[src/rtl/hacd_pkg.sv]
// Shared types and constants for the HAWK read-channel arbiter.
package hacd_pkg;

  typedef enum logic [1:0] {
    RD_IDLE   = 2'd0,
    RD_ISSUE  = 2'd1,
    RD_WAIT_R = 2'd2
  } rd_arb_state_t;

  localparam logic [1:0] AXI_BURST_INCR = 2'b01;

  localparam int RD_REQ_LKUP = 0;
  localparam int RD_REQ_CMP  = 1;
  localparam int RD_REQ_DCMP = 2;

  // AXI arsize encoding for a full-width beat.
  function automatic int axi_size(input int data_w);
    return $clog2(data_w / 8);
  endfunction

endpackage

[src/rtl/hawk_rr_pick.sv]
// Combinational round-robin picker: first set request at or above rr_ptr, wrapping.
module hawk_rr_pick
  import hacd_pkg::*;
#(
  parameter int NUM_REQ = 3,
  localparam int PTR_W  = $clog2(NUM_REQ)
) (
  input  logic [NUM_REQ-1:0] req,
  input  logic [PTR_W-1:0]   rr_ptr,
  output logic [PTR_W-1:0]   grant,
  output logic               any_valid
);

  int idx;

  always_comb begin
    grant     = rr_ptr;
    any_valid = 1'b0;
    idx       = 0;
    for (int i = 0; i < NUM_REQ; i++) begin
      idx = (int'(rr_ptr) + i) % NUM_REQ;
      if (!any_valid && req[idx]) begin
        any_valid = 1'b1;
        grant     = PTR_W'(idx);
      end
    end
  end

endmodule

[src/rtl/hawk_rd_arb.sv]
// Single-outstanding AXI4 read arbiter: round-robin AR grant, R beats steered to the owner,
// sticky rid/timeout error flags.
module hawk_rd_arb
  import hacd_pkg::*;
#(
  parameter int NUM_REQ     = 3,
  parameter int ADDR_W      = 64,
  parameter int DATA_W      = 512,
  parameter int ID_W        = 4,
  parameter int TIMEOUT_CYC = 1024,
  localparam int PTR_W      = $clog2(NUM_REQ)
) (
  input  logic                      clk_i,
  input  logic                      rst_ni,
  input  logic [NUM_REQ-1:0]        req_arvalid,
  input  logic [NUM_REQ*ADDR_W-1:0] req_araddr,
  input  logic [NUM_REQ*8-1:0]      req_arlen,
  output logic [NUM_REQ-1:0]        req_arready,
  output logic [NUM_REQ-1:0]        req_rvalid,
  input  logic [NUM_REQ-1:0]        req_rready,
  output logic [DATA_W-1:0]         rdata,
  output logic [1:0]                rresp,
  output logic                      rlast,
  output logic                      m_arvalid,
  input  logic                      m_arready,
  output logic [ADDR_W-1:0]         m_araddr,
  output logic [7:0]                m_arlen,
  output logic [ID_W-1:0]           m_arid,
  output logic [1:0]                m_arburst,
  output logic [2:0]                m_arsize,
  input  logic                      m_rvalid,
  output logic                      m_rready,
  input  logic [DATA_W-1:0]         m_rdata,
  input  logic [1:0]                m_rresp,
  input  logic                      m_rlast,
  input  logic [ID_W-1:0]           m_rid,
  output logic                      busy,
  output logic [PTR_W-1:0]          owner,
  output logic                      rid_err,
  output logic                      timeout_err
);

  // Handshakes: a transfer happens on a cycle where valid and ready are both high.
  // AR: m_arvalid holds with a stable payload until m_arready; the owner's
  // req_arready pulses in that same cycle. R: owner's req_rready is m_rready.

  localparam int TMR_W = $clog2(TIMEOUT_CYC + 1);
  localparam logic [TMR_W-1:0] TMR_MAX = TMR_W'(TIMEOUT_CYC - 1);

  rd_arb_state_t     state_q, state_d;
  logic [PTR_W-1:0]  rr_ptr_q;
  logic [PTR_W-1:0]  owner_q;
  logic [ADDR_W-1:0] araddr_q;
  logic [7:0]        arlen_q;
  logic [TMR_W-1:0]  timer_q;
  logic              rid_err_q;
  logic              timeout_err_q;

  logic [PTR_W-1:0]  pick_grant;
  logic              pick_any;
  logic              ar_fire;

  logic [ADDR_W-1:0] addr_arr [NUM_REQ];
  logic [7:0]        len_arr  [NUM_REQ];

  for (genvar g = 0; g < NUM_REQ; g++) begin : g_unpack
    assign addr_arr[g] = req_araddr[g*ADDR_W +: ADDR_W];
    assign len_arr[g]  = req_arlen[g*8 +: 8];
  end

  hawk_rr_pick #(
    .NUM_REQ(NUM_REQ)
  ) u_pick (
    .req      (req_arvalid),
    .rr_ptr   (rr_ptr_q),
    .grant    (pick_grant),
    .any_valid(pick_any)
  );

  always_comb begin
    state_d     = state_q;
    m_arvalid   = 1'b0;
    req_arready = '0;
    req_rvalid  = '0;
    m_rready    = 1'b0;
    ar_fire     = 1'b0;
    case (state_q)
      RD_IDLE: begin
        if (pick_any) state_d = RD_ISSUE;
      end
      RD_ISSUE: begin
        m_arvalid = 1'b1;
        if (m_arready) begin
          ar_fire              = 1'b1;
          req_arready[owner_q] = 1'b1;
          state_d              = RD_WAIT_R;
        end
      end
      RD_WAIT_R: begin
        req_rvalid[owner_q] = m_rvalid;
        m_rready            = req_rready[owner_q];
        if (m_rvalid && req_rready[owner_q] && m_rlast) state_d = RD_IDLE;
      end
      default: state_d = RD_IDLE;
    endcase
  end

  always_ff @(posedge clk_i or negedge rst_ni) begin
    if (!rst_ni) begin
      state_q       <= RD_IDLE;
      rr_ptr_q      <= '0;
      owner_q       <= '0;
      araddr_q      <= '0;
      arlen_q       <= '0;
      timer_q       <= '0;
      rid_err_q     <= 1'b0;
      timeout_err_q <= 1'b0;
    end else begin
      state_q <= state_d;
      if (state_q == RD_IDLE && pick_any) begin
        owner_q  <= pick_grant;
        araddr_q <= addr_arr[pick_grant];
        arlen_q  <= len_arr[pick_grant];
      end
      if (ar_fire) begin
        rr_ptr_q <= (owner_q == PTR_W'(NUM_REQ - 1)) ? '0 : owner_q + 1'b1;
        timer_q  <= '0;
      end
      // Timer saturates; after a timeout the FSM keeps waiting until reset.
      if (state_q == RD_WAIT_R) begin
        if (timer_q != TMR_MAX) timer_q <= timer_q + 1'b1;
        else                    timeout_err_q <= 1'b1;
      end
      // A beat outside WAIT_R is never accepted, so it is always a stray.
      if (m_rvalid && (state_q != RD_WAIT_R || m_rid != ID_W'(owner_q)))
        rid_err_q <= 1'b1;
    end
  end

  assign m_araddr    = araddr_q;
  assign m_arlen     = arlen_q;
  assign m_arid      = ID_W'(owner_q);
  assign m_arburst   = AXI_BURST_INCR;
  assign m_arsize    = 3'(axi_size(DATA_W));
  assign rdata       = m_rdata;
  assign rresp       = m_rresp;
  assign rlast       = m_rlast;
  assign busy        = (state_q != RD_IDLE);
  assign owner       = owner_q;
  assign rid_err     = rid_err_q;
  assign timeout_err = timeout_err_q;

endmodule

[config.mk]
export PLATFORM = sky130hd
export DESIGN_NAME = hawk_rd_arb
export DESIGN_NICKNAME = d
export VERILOG_FILES = /design/src/rtl/hacd_pkg.sv /design/src/rtl/hawk_rr_pick.sv /design/src/rtl/hawk_rd_arb.sv
export SDC_FILE = /design/constraint.sdc
export NUM_CORES = 1
export LEC_CHECK = 0
export BUFFER_PORTS_ARGS = -buffer_cell sky130_fd_sc_hd__clkbuf_2
export CAP_MARGIN = 15
export CORE_AREA = 8 8 523 525
export DETAILED_ROUTE_END_ITERATION = 16
export DIE_AREA = 0 0 531 533
export GPL_ROUTABILITY_DRIVEN = 0
export GPL_TIMING_DRIVEN = 0
export HOLD_SLACK_MARGIN = 0.1
export PLACE_DENSITY = 0.3
export REMOVE_ABC_BUFFERS = 1
export SLEW_MARGIN = 10
export SYNTH_ARGS = -nofsm -noshare
export SYNTH_HDL_FRONTEND = slang
export SYNTH_SLANG_ARGS = --single-unit
[constraint.sdc]
create_clock -name clk_i -period 3.3 [get_ports clk_i]
set_input_delay 0.825 -clock clk_i [delete_from_list [all_inputs] [get_ports clk_i]]
set_output_delay 0.825 -clock clk_i [all_outputs]
set_load 0.02 [all_outputs]
==> impl_metrics.toml, run 1 <==
[status]
status = "finished, final reports clean"

[synthesis]
yosysTopAreaCellShare_pct = 42.94
async_flop_share_pct = 100.0
syn_area_um2 = 9161
ys_warn_count = 0
synth_area_leaders = "buf_4 (43%), dfrtp_1 (25%), mux2i_1 (8.6%), o221ai_1 (6.9%), nand2_1 (6.7%)"
syn_avg_cell_area_um2 = 8.546
synth.most_common_cell = "buf_4"
synth_edf_count = 0
synthFlopType = "dfrtp_1"
ys_ff_latch = 91
ys_types = 45
synth_common_cells = "buf_4 (524), nand2_1 (164), dfrtp_1 (91)"
syn_inst = 1072
yosysTopAreaCell = "buf_4"
synth-seq-area-share_pct = 24.86

[grt]
grt_usage_pct = 24.11
antenna_found_initial = 37
grt_pass1_vias = 7227
grt_pass1_wl_mm = 371.7
grt-ovfl-total = 0
grt_max_degree = 68

[cts]
clk_latency_ns = 0.44
cts_sinks = 91
htreeDepth = 3
path_clk_slew_ns = 0.09
cts_tree = "done"
clock_path_buffers = 2
numCtsBuffers = 9
cts-root-buf = "clkbuf_16"
hold_buffers = 0

[route]
antenna_left = 0
first_pass_iters = 5
wirelength_mm = 356.1
drcViolationCount = 0
routedWlPerCell_um = 80.57
routed-via-count = 9008
drt_iter0_drc = 918
vias_per_cell = 2.038

[place]
dpl.hpwl_mm = 345.0
port_buffers = 318
dp_cells = 4391

[power]
power.total_w = 0.01014
switchingPower_w = 0.005730
pwr-share-clk_pct = 12.8
power_density_nw_per_um2 = 862.8
peakVddDrop_uv = 414.9
cellLeakagePower_nw = 3.851
p_int_w = 0.004409
seq_power_share_pct = 19.9
comb_power_share_pct = 67.3
switching_share_pct = 56.52

[sta]
tightestPinTransition_ns = 0.9706
maxSlewHeadroom_pct = 34.45
finClkSkew_ns = 0.02667
whs_ns = 0.2944
setup_viol = 0
min_period_ns = 3.192
finalHoldViolCount = 0
period_share_pct = 96.72
fmax_mhz = 313.3
maxSlewViolCount = 0

[layout]
areaGrowthSynthToFinish_pct = 28.27
final_cells = 4420
num-nets-final = 1606
drive_gt1_share_pct = 43.44
fillers = 31750

[floorplan]
core_um2 = 265800
die_h_um = 533
design.die.area_um2 = 283000
start_util_pct = 3.447
io_pins = 1354
row_count = 190
die-width_um = 531

[critical_path]
crit_fanout = 49
crit_type = "reg -> reg"
cp-start-kind = "register"
end_kind = "register"
arrival_ns = 3.48
crit_required_ns = 3.59

[hold_path]
hold_path_class = "in -> async"

[run]
maxCapViolCount = 0
==> logic make-up (layout without fill, tap and decap cells) <==
logic type | count (synthesis) | count (layout) | share of synthesized area [%]
adders and majority gates | 5 | 5 | 0.6829
and+or+nand+nor | 207 | 207 | 9.342
other | 2 | 14 | 0.08198
muxes | 82 | 82 | 9.068
xor gates and xnor gates | 2 | 2 | 0.1912
DFF | 91 | 91 | 24.86
buffers and inverters | 576 | 359 | 45.93
AOI/OAI and AO/OA | 107 | 108 | 9.847
==> critical path, stage by stage, from the launching register on <==
cell	delay, ns
dfrtp_2	0.48
inv_1	0.14
ha_4	0.26
mux2_4	0.33
o22a_1	0.25
o21bai_4	0.28
a22o_4	0.33
buf_16	0.32
mux2i_1	0.41
o221ai_1	0.16
==> stage by stage <==
| step | area [um^2] | utilization (%) | setup WS [ns] | setup TNS, ns |
|---|---|---|---|---|
| floorplan | 5002 | - | -2.064 | -150.75 |
| CTS | 11700 | 4.402 | 0.01598 | 0 |
| global placement | 11040 | 4.153 | -5.898 | -491.09 |
| detailed placement | 11290 | 4.246 | -0.2794 | -6.151 |
| finish | 11750 | 4.421 | 0.1084 | 0 |
| global route | 11740 | 4.418 | -0.001145 | -0.001145 |
==> state kept, by name (all words and copies together) (netlist names) <==
register     flops
owner            2
timeout_err      1
timer_q         11
m_arlen          8
rid_err          1
m_araddr        64
state_q          2
rr_ptr_q         2
==> cell type report <==
| type | instances | area [um^2] | share of cell area, % |
|---|---|---|---|
| Antenna cell | 7 | 17.52 | 0.1491 |
| Clock buffer | 9 | 225.2 | 1.917 |
| Clock inverter | 7 | 76.32 | 0.6495 |
| Inverter | 8 | 30.03 | 0.2555 |
| Multi-Input combinational cell | 411 | 2805 | 23.87 |
| Sequential cell | 91 | 2282 | 19.42 |
| Tap cell | 3552 | 4444 | 37.82 |
| Timing Repair Buffer | 335 | 1871 | 15.92 |
==> per-layer routing <==
layer  GRT usage [%]  wire (um)  vias to the layer above
met4           6.146      10890                       46
met5           8.630       3394                        -
met2           44.10     182500                     2369
met1           5.304      28940                     3799
li1                -          -                     2622
met3           42.24     130400                      172
==> placed cells by master, fill, tap and decap left out, types with 3 or more instances in the layout <==
cell,n
diode_2,7
nand2_1,163
nor2_1,10
a21o_1,5
o221ai_1,72
dfrtp_2,4
clkbuf_2,317
nor3_1,4
nand3_1,5
o31ai_1,4
nand2b_1,7
dfrtp_1,87
clkbuf_16,9
buf_16,5
inv_1,8
inv_8,3
o21ai_0,8
conb_1,7
mux2i_1,78
nand3b_1,3
ha_1,3
buf_4,3
buf_6,8
==> power groups by stage <==
stage               Sequential (W)  Combinational, W  Clock, W
floorplan                  0.00245           0.00282         0
global placement           0.00202           0.00526         0
detailed placement         0.00204           0.00672         0
CTS                        0.00203           0.00712   0.00142
global route               0.00210           0.00732   0.00142
finish                     0.00202           0.00682   0.00130
==> final timing paths <==
check / cells past startpoint / slack [ns] / endpoint / startpoint
hold reg to reg: 1 / 0.49 / rid_err$_DFFE_PN0P_ / rid_err$_DFFE_PN0P_
setup reg to reg: 9 / 0.11 / m_araddr[9]$_DFFE_PN0P_ / rr_ptr_q[0]$_DFFE_PN0P_
setup / recovery: 9 / 0.11 / m_araddr[9]$_DFFE_PN0P_ / rr_ptr_q[0]$_DFFE_PN0P_
min in group clk_i: 1 / 0.49 / rid_err$_DFFE_PN0P_ / rid_err$_DFFE_PN0P_
hold / removal: 1 / 0.29 / m_arlen[4]$_DFFE_PN0P_ / rst_ni
max in group asynchronous: 2 / 2.25 / m_araddr[30]$_DFFE_PN0P_ / rst_ni
==> repair_timing <==
| item | 4_1_cts | 5_1_grt |
|---|---|---|
| gates cloned | 1 | 0 |
| buffers inserted | 5 | 0 |
| setup endpoints to repair | 55 | 44 |
| pin swaps | 2 | 0 |
| gates resized for setup | 10 | 8 |
No activity file was read; power rests on OpenSTA's default activity.
==> run 2: changes to the inputs <==
--- a/config.mk
+++ b/config.mk
@@ -7,13 +7,15 @@
 export LEC_CHECK = 0
 export BUFFER_PORTS_ARGS = -buffer_cell sky130_fd_sc_hd__clkbuf_2
 export CAP_MARGIN = 15
-export CORE_AREA = 8 8 523 525
+export CELL_PAD_IN_SITES_DETAIL_PLACEMENT = 0
+export CELL_PAD_IN_SITES_GLOBAL_PLACEMENT = 1
+export CORE_AREA = 8 8 526 528
 export DETAILED_ROUTE_END_ITERATION = 16
-export DIE_AREA = 0 0 531 533
+export DIE_AREA = 0 0 534 536
 export GPL_ROUTABILITY_DRIVEN = 0
 export GPL_TIMING_DRIVEN = 0
 export HOLD_SLACK_MARGIN = 0.1
-export PLACE_DENSITY = 0.3
+export PLACE_DENSITY = 0.35
 export REMOVE_ABC_BUFFERS = 1
 export SLEW_MARGIN = 10
 export SYNTH_ARGS = -nofsm -noshare
==> run 2 against run 1 <==
Compared with the run above: critical path depth did not move; power fell by 1.6%; global-route usage barely moved; register-to-register slack improved by 0.05 ns; sequential share of layout area fell by 0.11 points; count of clock-buffer cells in the layout did not move; maximum frequency rose by 1.7%; via count rose by 4.2%; sequential cell count did not move; final cell count rose by 0.63%; critical endpoint is now m_araddr[1]$_DFFE_PN0P_.
==> impl_metrics.toml, run 2 (same netlist as run 1, synthesis figures left out) <==
[grt]
grt_use_met3_pct = 42.59
antenna_found_initial = 48
grt_usage_pct = 24.10
use_met2_pct = 43.49
grt_pass1_wl_mm = 376.2
busiest_layer = "met2"
grt_max_degree = 84
grt-ovfl-total = 0
globalRouteMet1Util_pct = 5.160
grt_pass1_vias = 7337

[critical_path]
arrival_ns = 3.43
crit_required_ns = 3.59
cp-start-kind = "register"
crit_path_cell_trace = "inv_1 > ha_4 > mux2_4 > o22a_1 > o21bai_4 > a22o_4 > buf_16 > mux2i_1 > o221ai_1"
max_stage_delay_ns = 0.47
crit_fanout = 46
crit_type = "reg -> reg"
slowest_stage = "dfrtp_2"
cp_top_family = "compound AO/OA/AOI/OAI gates"
end_kind = "register"
critPathBufInv = 2

[run]
maxCapViolCount = 0

[layout]
drive_gt1_share_pct = 43.63
register_area_um2 = 2282
num-nets-final = 1609
final_cells = 4448
layout_common_cells = "clkbuf_2 (317), nand2_1 (163), dfrtp_1 (87)"
areaGrowthSynthToFinish_pct = 29.01
final_design_area_no_fill_um2 = 11820
final_common_cell = "clkbuf_2"
finish.utilization_pct = 4.396
fillers = 31940
multi_input_area_um2 = 2805
largest_register_ffs = 64

[cts]
cts_tree = "done"
path_clk_slew_ns = 0.10
htreeDepth = 3
hold_buffers = 0
cts_sinks = 91
clock_path_buffers = 2
numCtsBuffers = 9
clk_latency_ns = 0.43
cts-root-buf = "clkbuf_16"

[place]
dp_cells = 4411
dpl.hpwl_mm = 348.3
port_buffers = 318
placed_area_um2 = 11330

[floorplan]
core_um2 = 268900
die_h_um = 536
die-width_um = 534
row_count = 191
design.die.area_um2 = 286200
io_pins = 1354
start_util_pct = 3.408

[power]
cellLeakagePower_nw = 3.870
power_density_nw_per_um2 = 844.1
peakVddDrop_uv = 507.5
power.total_w = 0.009976

[route]
wirelength_mm = 359.2
antenna_left = 0
first_pass_iters = 5
routedWlPerCell_um = 80.76
drcViolationCount = 0
drt_iter0_drc = 1132
routed-via-count = 9385
vias_per_cell = 2.110

[sta]
setup_viol = 0
finClkSkew_ns = 0.02310
tightestPinTransition_ns = 1.017
fmax_mhz = 318.6
min_period_ns = 3.139
finalHoldViolCount = 0
maxSlewHeadroom_pct = 31.31
maxSlewViolCount = 0
period_share_pct = 95.12

[hold_path]
hold_path_class = "in -> async"

[status]
status = "finished, final reports clean"
run 2: cell types whose count changed in the layout (fill, tap and decap cells not counted), sizes merged:
cell / delta
buf: +3
bufinv: +1
clkinv: +1
diode: +7
inv: -2
run 2: through the flow:
stage,TNS (ns),setup WS (ns),hold slack (ns)
floorplan,-150.75,-2.064,0.4601
global placement,-528.89,-6.286,0.4517
detailed placement,-10.47,-0.3256,0.4481
CTS,-0.1612,-0.04552,0.2813
global route,-0.0005742,-0.0005742,0.3018
finish,0,0.1610,0.3076
run 2: report_power, final:
part	switching, W	leakage, nW	total (W)	internal [W]
clock	0.000661	0.154	0.00127	0.000607
combinational	0.00448	2.58	0.00671	0.00223
sequential	0.000367	1.14	0.00200	0.00163
run 2: worst register-to-register path: cells and delay by family, from the launching register on:
family / cells / cell delay (ns)
compound gates: 4 / 1.01
buf+inv: 2 / 0.48
fa+ha+maj: 1 / 0.25
flops: 1 / 0.47
mux: 2 / 0.78
run 2: metal layers:
layer,up-vias,share of wire [%]
met3,198,37
li1,2644,-
met4,54,3.5
met2,2543,50
met1,3946,8.0
met5,-,1.2
run 2: what timing repair did:
action / in CTS / in global routing
setup buffers: 4 / 2
resized for setup: 9 / 9
endpoints found under the setup margin: 53 / 35
hold endpoints to repair: 0 / 0
cloned: 1 / 0
pin swaps: 2 / 1
run 2: final timing paths:
check / startpoint / end / slack, ns / cells after the start
max in group asynchronous: rst_ni / m_araddr[9]$_DFFE_PN0P_ / 2.18 / 2
hold reg to reg: rid_err$_DFFE_PN0P_ / rid_err$_DFFE_PN0P_ / 0.47 / 1
setup reg to reg: rr_ptr_q[0]$_DFFE_PN0P_ / m_araddr[1]$_DFFE_PN0P_ / 0.16 / 9
hold / removal: rst_ni / m_arlen[1]$_DFFE_PN0P_ / 0.31 / 1
min in group clk_i: rid_err$_DFFE_PN0P_ / rid_err$_DFFE_PN0P_ / 0.47 / 1
setup / recovery: rr_ptr_q[0]$_DFFE_PN0P_ / m_araddr[1]$_DFFE_PN0P_ / 0.16 / 9
run 2: layout make-up:
cell class                      count  area share [%]
Clock inverter                      7          0.7622
Tap cell                         3570           37.79
Antenna cell                       14          0.2964
Clock buffer                        9           1.906
Inverter                            8          0.2541
Sequential cell                    91           19.31
Multi-Input combinational cell    411           23.73
Timing Repair Buffer              338           15.94
==> run 3: changes to the inputs <==
--- a/config.mk
+++ b/config.mk
@@ -5,17 +5,18 @@
 export SDC_FILE = /design/constraint.sdc
 export NUM_CORES = 1
 export LEC_CHECK = 0
+export ABC_AREA = 1
 export BUFFER_PORTS_ARGS = -buffer_cell sky130_fd_sc_hd__clkbuf_2
 export CAP_MARGIN = 15
 export CELL_PAD_IN_SITES_DETAIL_PLACEMENT = 0
 export CELL_PAD_IN_SITES_GLOBAL_PLACEMENT = 1
-export CORE_AREA = 8 8 526 528
+export CORE_AREA = 8 8 523 525
 export DETAILED_ROUTE_END_ITERATION = 16
-export DIE_AREA = 0 0 534 536
+export DIE_AREA = 0 0 531 533
 export GPL_ROUTABILITY_DRIVEN = 0
 export GPL_TIMING_DRIVEN = 0
 export HOLD_SLACK_MARGIN = 0.1
-export PLACE_DENSITY = 0.35
+export PLACE_DENSITY = 0.36
 export REMOVE_ABC_BUFFERS = 1
 export SLEW_MARGIN = 10
 export SYNTH_ARGS = -nofsm -noshare
==> run 3 against run 2 <==
Compared with the run above: critical path depth fell by 2; worst hold slack improved by 0.030 ns; area after synthesis rose by 11%; largest cell class unchanged.
==> impl_metrics.toml, run 3 <==
[place]
dpl.hpwl_mm = 351.0
dp_cells = 4870
dp_slack_ns = -0.5420
port_buffers = 318

[floorplan]
die_h_um = 533
die-width_um = 531
design.die.area_um2 = 283000
io_pins = 1354
row_count = 190
start_util_pct = 3.827
core_um2 = 265800

[synthesis]
yosysTopAreaCell = "buf_4"
ys_types = 27
yosysTopAreaCellShare_pct = 38.68
synth_edf_count = 0
async_flop_share_pct = 100.0
ys_ff_latch = 91
synth_common_cells = "buf_4 (524), nand2_1 (335), nor2_1 (236)"
syn_area_um2 = 10170
ys_warn_count = 0
syn_avg_cell_area_um2 = 6.503
synthFlopType = "dfrtp_1"
syn_inst = 1564
synth.most_common_cell = "buf_4"
synth_area_leaders = "buf_4 (39%), dfrtp_1 (22%), nand2_1 (12%), nor2_1 (8.7%), nand3_1 (8.4%)"
synth-seq-area-share_pct = 22.39

[layout]
drive_gt1_share_pct = 29.06
num-nets-final = 2094
final_common_cell = "nand2_1"
largest_register_ffs = 64
layout_common_cells = "nand2_1 (325), clkbuf_2 (317), nor2_1 (233)"
areaGrowthSynthToFinish_pct = 28.05
final_cells = 4907

[cts]
path_clk_slew_ns = 0.10
numCtsBuffers = 9
cts-root-buf = "clkbuf_16"
clock_path_buffers = 2
cts_sinks = 91
hold_buffers = 0
htreeDepth = 3
cts_tree = "done"
clk_latency_ns = 0.46

[sta]
maxSlewViolCount = 0
tightestPinTransition_ns = 0.7892
fmax_mhz = 318.6
period_share_pct = 95.10
finalHoldViolCount = 0
min_period_ns = 3.138
setup_viol = 0
finClkSkew_ns = 0.03717
setup_slack_ns = 0.1616
maxSlewHeadroom_pct = 47.33
rsz0062_at_grt = "no"

[critical_path]
crit_type = "reg -> out"
end_kind = "primary output"
cp-start-kind = "register"
crit_required_ns = 2.47
worst-r2r-setup-slack_ns = 0.27
ff2ff_path_depth = 15
r2r-start = "rr_ptr_q[0]$_DFFE_PN0P_"
arrival_ns = 2.31
crit_fanout = 6
r2r-end = "m_araddr[25]$_DFFE_PN0P_"

[route]
wirelength_mm = 366.1
antenna_left = 0
wl_met1_mm = 32.38
drt_iter0_drc = 971
routedWlPerCell_um = 74.60
drcViolationCount = 0
wl_met3_mm = 129.2
vias_per_cell = 2.249
first_pass_iters = 5
route.met2.wl_mm = 187.0
top_layer_used = "met5"
routed-via-count = 11040

[grt]
grt_usage_pct = 24.66
grt-ovfl-total = 0
grt_max_degree = 60
grt_pass1_vias = 9053
grt_pass1_wl_mm = 384.9
antenna_found_initial = 12

[run]
maxCapViolCount = 0

[power]
power_density_nw_per_um2 = 974.5
cellLeakagePower_nw = 5.097
peakVddDrop_uv = 608.7

[hold_path]
hold_path_class = "in -> async"

[status]
status = "finished, final reports clean"
## run 3: cell count changes in the layout (fill, tap and decap cells not counted), moves of 8 or more
cell	before	now
o221ai_1	72	0
nor2_1	10	233
inv_1	8	100
mux2i_1	78	2
nand3_1	5	166
diode_2	14	6
nand2_1	163	325
## run 3: kinds of logic after synthesis
| kind of cell | count (synthesis) | synth area share (%) |
|---|---|---|
| muxes | 2 | 0.1968 |
| AOI/OAI and AO/OA | 24 | 1.501 |
| xor gates and xnor gates | 4 | 0.3445 |
| and+or+nand+nor | 750 | 29.97 |
| DFF | 91 | 22.39 |
| adders and majority gates | 5 | 0.6151 |
| buffers and inverters | 686 | 44.91 |
| other | 2 | 0.07384 |
## run 3: how the worst max path moves through the flow
stage                            startpoint                       end  slack, ns  depth (start not counted)
floorplan           rr_ptr_q[0]$_DFFE_PN0P_   m_araddr[0]$_DFFE_PN0P_      -0.81                         13
global placement             req_arvalid[2]    m_arlen[3]$_DFFE_PN0P_      -5.31                         11
detailed placement  rr_ptr_q[0]$_DFFE_PN0P_    m_arlen[3]$_DFFE_PN0P_      -0.54                         14
CTS                 rr_ptr_q[0]$_DFFE_PN0P_  m_araddr[32]$_DFFE_PN0P_     -0.002                         15
global route        rr_ptr_q[0]$_DFFE_PN0P_  m_araddr[26]$_DFFE_PN0P_       0.02                         16
finish                 owner[1]$_DFFE_PN0P_                  m_rready       0.16                          7
## run 3: cell type report
type	instances	area (um^2)
multi-input cells	798	3573
well taps	3552	4444
clock buffers	9	225.2
diodes	6	15.01
inverters	105	404.1
repair buffers	339	2006
fillers	31930	252800
clock inverters	7	76.32
flip-flops and latches	91	2280
## run 3: stage by stage
step / area (um^2) / total power [W] / util [%] / TNS, ns / hold WS (ns)
2_1_floorplan: 6016 / 0.005982 / - / -58.16 / 0.4555
3_3_place_gp: 12050 / 0.008958 / 4.534 / -437.34 / 0.4626
3_5_place_dp: 12400 / 0.01107 / 4.667 / -6.761 / 0.4629
4_1_cts: 12880 / 0.01292 / 4.847 / -0.001792 / 0.3069
5_1_grt: 13010 / 0.01373 / 4.896 / 0 / 0.3297
6_report: 13020 / 0.01269 / 4.900 / 0 / 0.3375
## run 3: layer usage
| layer | global-route usage [%] | vias to the layer above |
|---|---|---|
| li1 | - | 3817 |
| met1 | 5.628 | 4671 |
| met2 | 45.12 | 2352 |
| met3 | 41.99 | 143 |
| met4 | 7.306 | 52 |
| met5 | 10.48 | - |
## run 3: power breakdown
group          leakage [nW]  internal (W)  switching, W
Sequential             1.16       0.00161      0.000322
Combinational          3.79       0.00251       0.00694
Clock                 0.149      0.000544      0.000767
Total                  5.10       0.00467       0.00803
## run 3: repair_timing
action / in CTS / in global routing
pin swaps: 4 / 5
gates resized for setup: 24 / 8
buffers inserted: 4 / 5
endpoints found under the hold margin: 0 / 0
cloned: 3 / 3
endpoints found under the setup margin: 61 / 45
## run 3: critical path: stages (launching register included)
cell and delay (ns):
dfrtp_2 0.64, inv_1 0.16, nor2_1 0.16, nand2_1 0.08
nand3_1 0.46, nand2_1 0.11, inv_1 0.08, clkbuf_2 0.16
